$ cat src/rtl/pipe_fixed_point_square.sv
// Pipelined signed fixed-point squarer: out = in*in, resized from 2*WIF fraction bits to WOI.WOF.
// Latency WII+WIF+2 clocks, one sample per clock.
// No backpressure; i_valid=0 slots travel through as o_valid=0 bubbles.
module pipe_fixed_point_square #(
  parameter int WII   = 8,
  parameter int WIF   = 8,
  parameter int WOI   = 8,
  parameter int WOF   = 8,
  parameter int ROOF  = 1,
  parameter int ROUND = 1
) (
  input  logic                 clk,
  input  logic                 rst,
  input  logic                 i_valid,
  input  logic [WII+WIF-1:0]   in,
  output logic                 o_valid,
  output logic [WOI+WOF-1:0]   out,
  output logic                 upflow,
  output logic                 downflow
);

  localparam int N  = WII + WIF;   // input width
  localparam int AW = 2 * N;       // exact square width, 2*WIF fraction bits
  localparam int WO = WOI + WOF;   // output width
  localparam int EW = AW + WO + 2; // headroom for zero-padding and the rounding carry

  localparam logic [EW-1:0] MAXV = (EW'(1) << (WO - 1)) - EW'(1);

  // Stage registers: mag/acc/valid for stage 0..N; the last stage needs no magnitude
  logic [N-1:0]  mag_q [0:N-1];
  logic [AW-1:0] acc_q [0:N];
  logic [N:0]    vld_q;

  // Absolute value; the most negative input maps to 2^(N-1), which still fits unsigned
  logic [N-1:0] mag_in;
  assign mag_in = in[N-1] ? (~in + N'(1)) : in;

  // Advance every shift-add stage; stage j adds the partial product for magnitude bit j-1
  always_ff @(posedge clk or posedge rst) begin
    if (rst) begin
      vld_q <= '0;
      for (int j = 0; j < N; j++) mag_q[j] <= '0;
      for (int j = 0; j <= N; j++) acc_q[j] <= '0;
    end else begin
      mag_q[0] <= mag_in;
      acc_q[0] <= '0;
      vld_q    <= {vld_q[N-1:0], i_valid};
      for (int j = 1; j < N; j++) mag_q[j] <= mag_q[j-1];
      for (int j = 1; j <= N; j++) begin
        acc_q[j] <= acc_q[j-1] +
                    (mag_q[j-1][j-1] ? (AW'(mag_q[j-1]) << (j - 1)) : AW'(0));
      end
    end
  end

  // Align the exact square to WOF fraction bits (pad, or round/truncate dropped LSBs)
  logic [EW-1:0] acc_ext;
  logic [EW-1:0] val;
  assign acc_ext = EW'(acc_q[N]);

  generate
    if (WOF >= 2 * WIF) begin : g_pad
      assign val = acc_ext << (WOF - 2 * WIF);
    end else begin : g_drop
      localparam int D = 2 * WIF - WOF;
      localparam logic [EW-1:0] RND = (ROUND != 0) ? (EW'(1) << (D - 1)) : EW'(0);
      assign val = (acc_ext + RND) >> D;
    end
  endgenerate

  logic          up_c;
  logic          dn_c;
  logic [WO-1:0] res_c;

  // Range check, optional saturation, and underflow detection on the resized value
  always_comb begin
    up_c  = 1'b0;
    res_c = val[WO-1:0];
    if (val > MAXV) begin
      up_c = 1'b1;
      if (ROOF != 0) res_c = MAXV[WO-1:0];
    end
    dn_c = (acc_q[N] != '0) && (res_c == '0);
  end

  // Output register; flags are qualified so they read 0 in bubbles
  always_ff @(posedge clk or posedge rst) begin
    if (rst) begin
      o_valid  <= 1'b0;
      out      <= '0;
      upflow   <= 1'b0;
      downflow <= 1'b0;
    end else begin
      o_valid  <= vld_q[N];
      out      <= res_c;
      upflow   <= vld_q[N] & up_c;
      downflow <= vld_q[N] & dn_c;
    end
  end

endmodule

$ cat config.mk
export PLATFORM = sky130hd
export DESIGN_NAME = pipe_fixed_point_square
export DESIGN_NICKNAME = d
export VERILOG_FILES = /design/src/rtl/pipe_fixed_point_square.sv
export SDC_FILE = /design/constraint.sdc
export NUM_CORES = 1
export LEC_CHECK = 0
export ABC_AREA = 1
export BUFFER_PORTS_ARGS = -buffer_cell sky130_fd_sc_hd__buf_2
export CAP_MARGIN = 20
export CORE_UTILIZATION = 38
export CTS_CLUSTER_SIZE = 10
export DETAILED_ROUTE_END_ITERATION = 8
export PLACE_DENSITY_LB_ADDON = 0.12
export SETUP_SLACK_MARGIN = 0.3
export SYNTH_ARGS = -nofsm -noshare
export SYNTH_HDL_FRONTEND = slang
export SYNTH_SLANG_ARGS = --single-unit
$ cat constraint.sdc
create_clock -name clk -period 22.2 [get_ports clk]
set_input_delay 3.33 -clock clk [delete_from_list [all_inputs] [get_ports clk]]
set_output_delay 3.33 -clock clk [all_outputs]
set_load 0.05 [all_outputs]
==> impl_metrics.ini <==
[synthesis]
ys_types = 40
ys_ff_latch = 668
synth_largest_area_cell = dfrtp_1
synth-edff-count = 0
synth_cells = 3043
synthFlopType = dfrtp_1
syn_area_per_cell_um2 = 9.91
ys_seq_area_share_pct = 55.4
async_flop_share_pct = 100
syn_area_mm2 = 0.0302
synth_area_leaders = dfrtp_1 (55%), ha_1 (10%), nand2_1 (8.4%), inv_1 (6.2%), xor2_1 (4.4%)
synth_top_area_share_pct = 55.4
syn_nets = 3318
ys_warn_count = 0

[finish]
utilization_pct = 43.7
area_growth_pct = 12.9
insertedDiodeCount = 0
finalInstanceArea_mm2 = 0.0341
multi_input_area_mm2 = 0.0115
layout.nets = 3425
seq_area_mm2 = 0.0167
drive_above_1_share_pct = 4.88
fillers = 7409

[floorplanning]
die-area_mm2 = 0.0805
rows = 102
core_area_mm2 = 0.0780
ios = 38
fp.dieW_um = 284
initial_core_util_pct = 38.7
die_h_um = 284

[pwr]
p_sw_share_pct = 34.6
power.density_mw_per_mm2 = 127
pwr-share-comb_pct = 32.1
power.internal_mw = 2.83
ir_drop_mv = 0.0558
p_clk_share_pct = 27.6
p_seq_share_pct = 40.3
power_switching_mw = 1.50
cellLeakagePower_nw = 18.7

[run]
cap_violations = 0

[routing]
wl_mm = 58.2
antenna_left = 0
vias_per_cell = 4.62
wl_per_cell_um = 13.8
drtIter0Drc = 1084
drc_errors = 0
firstDrtPassIters = 9
num_vias = 19483

[clocking]
path_clk_slew_ps = 50
hold_buffers = 0
cts_tree = built
clk_latency_ps = 620
clockRootBuffer = clkbuf_16
cts-resized-gates = 0
cts_buffer_depth = 3
post_cts.repair.setup_buffers = 0
cts_max_level = 3
cts_buffers = 80
cts_sinks = 668

[timing]
maxSlewHeadroom_pct = 26.8
finalSetupTns_ps = 0
setup-violations-final = 0
whs_ps = 340
grt_setup_unrepaired = false
slew_violations = 0
period_needed_ps = 5650
clock_skew_ps = 28.4
final-hold-violation-count = 0
period_share_pct = 25.5
fmax_mhz = 177
worstMarginPinSlew_ps = 1100

[worst_setup_path]
required_ps = 22830
cp_max_fo = 183
worstPathArrival_ps = 6280
worstSetupPathType = input port to asynchronous set/reset pin
cp-end-kind = asynchronous set/reset pin
r2r_start = mag_q[135]
crit_start = rst
start_kind = input port

[grt]
antenna_found_initial = 0
grt_pass1_wl_mm = 101
grt_usage_pct = 15.1
grt_pass1_vias = 20728
grt_remaining_overflow = 0
grt_max_degree = 187

[placed_design]
place_congestion = 0.866
placed_area_mm2 = 0.0316
port_buffers = 37
dp_hpwl_mm = 43.2

[hold_path]
hold_path.class = flop to flop
hp-start = acc_q[75]

[outcome]
status = finished, final reports clean
[sequential cells by signal (all words and copies together), names as in the netlist]
name      cells
acc_q       345
mag_q       255
acc_ext      32
vld_q        17
out          16
downflow      1
o_valid       1
upflow        1
[cells in the final DEF (no fill, tap or decap), types with 3 or more instances in the layout]
master | netlist | layout
nand2_1 | 675 | 675
dfrtp_1 | 668 | 668
inv_1 | 498 | 497
ha_1 | 241 | 241
a21oi_1 | 213 | 213
xor2_1 | 150 | 150
nor2_1 | 134 | 134
nand3_1 | 119 | 119
xnor2_1 | 81 | 81
clkbuf_16 | 0 | 80
o21ai_0 | 50 | 50
a21o_1 | 40 | 40
buf_2 | 1 | 37
a31oi_1 | 28 | 28
nand4_1 | 26 | 26
nor3_1 | 21 | 21
fa_1 | 15 | 15
o21bai_1 | 14 | 14
o31ai_1 | 14 | 14
clkbuf_1 | 18 | 13
clkbuf_8 | 0 | 7
nand3b_1 | 5 | 5
o21ai_1 | 4 | 4
buf_4 | 0 | 4
a211oi_1 | 3 | 3
bufinv_16 | 0 | 3
[Yosys cell counts (15+ instances only)]
master / n
nand2_1: 675
dfrtp_1: 668
inv_1: 498
ha_1: 241
a21oi_1: 213
xor2_1: 150
nor2_1: 134
nand3_1: 119
xnor2_1: 81
o21ai_0: 50
a21o_1: 40
a31oi_1: 28
nand4_1: 26
nor3_1: 21
clkbuf_1: 18
fa_1: 15
[through the flow]
step	setup WS [ps]	total power, mW	instances
CTS	15740	4.41	4216
floorplan	9740	2.82	3043
global route	15940	4.68	4218
detailed placement	15060	3.17	4106
finish	16550	4.33	4218
global placement	15230	3.16	4106
[power by group through the flow]
stage          logic (mW)  registers, mW  clock network, mW
6_report             1.39           1.74               1.20
2_1_floorplan        1.11           1.71                  0
4_1_cts              1.41           1.76               1.24
5_1_grt              1.60           1.79               1.29
3_3_place_gp         1.39           1.77                  0
3_5_place_dp         1.40           1.77                  0
[cell families after synthesis]
logic type               count (synthesis)  synth area share [%]
flip-flops                             668                  55.4
AO/OA/AOI/OAI                          375                  7.02
AND/OR/NAND/NOR                        992                  13.4
XOR/XNOR                               231                  6.71
adder cells (fa/ha/maj)                256                  11.0
other                                    1                0.0124
buffers and inverters                  520                  6.50
[path summary, 6_finish.rpt]
kind | to | slack [ps] | depth (start not counted)
setup / recovery | acc_q[117] | 16550 | 8
hold / removal | acc_q[43] | 340 | 0
setup reg to reg | acc_q[273] | 19060 | 10
hold reg to reg | acc_q[43] | 340 | 0
max in group clk | out[0] | 17660 | 1
min in group asynchronous | vld_q[12] | 2790 | 3
[layer usage]
| layer | wire length [um] | GRT usage (%) |
|---|---|---|
| met1 | 25800 | 18.7 |
| met2 | 29500 | 26.9 |
| met3 | 1640 | 2.22 |
| met4 | 1300 | 5.04 |
| met5 | 0 | 0 |
[final cells by class]
cell class              count  share of cell area (%)
inverters                 500                    5.52
repair buffers             45                   0.911
clock inverters            10                   0.646
clock buffers             100                    6.30
multi-input cells        1855                    33.7
flip-flops and latches    668                    49.1
well taps                1040                    3.82
[worst max-delay path, cell delays in order]
cell and delay [ps]:
buf_2 110, clkinvlp_4 50, buf_4 320, buf_16 310, buf_12 580, buf_4 380, buf_16 320, buf_4 720
(Power assumes the default switching activity.)
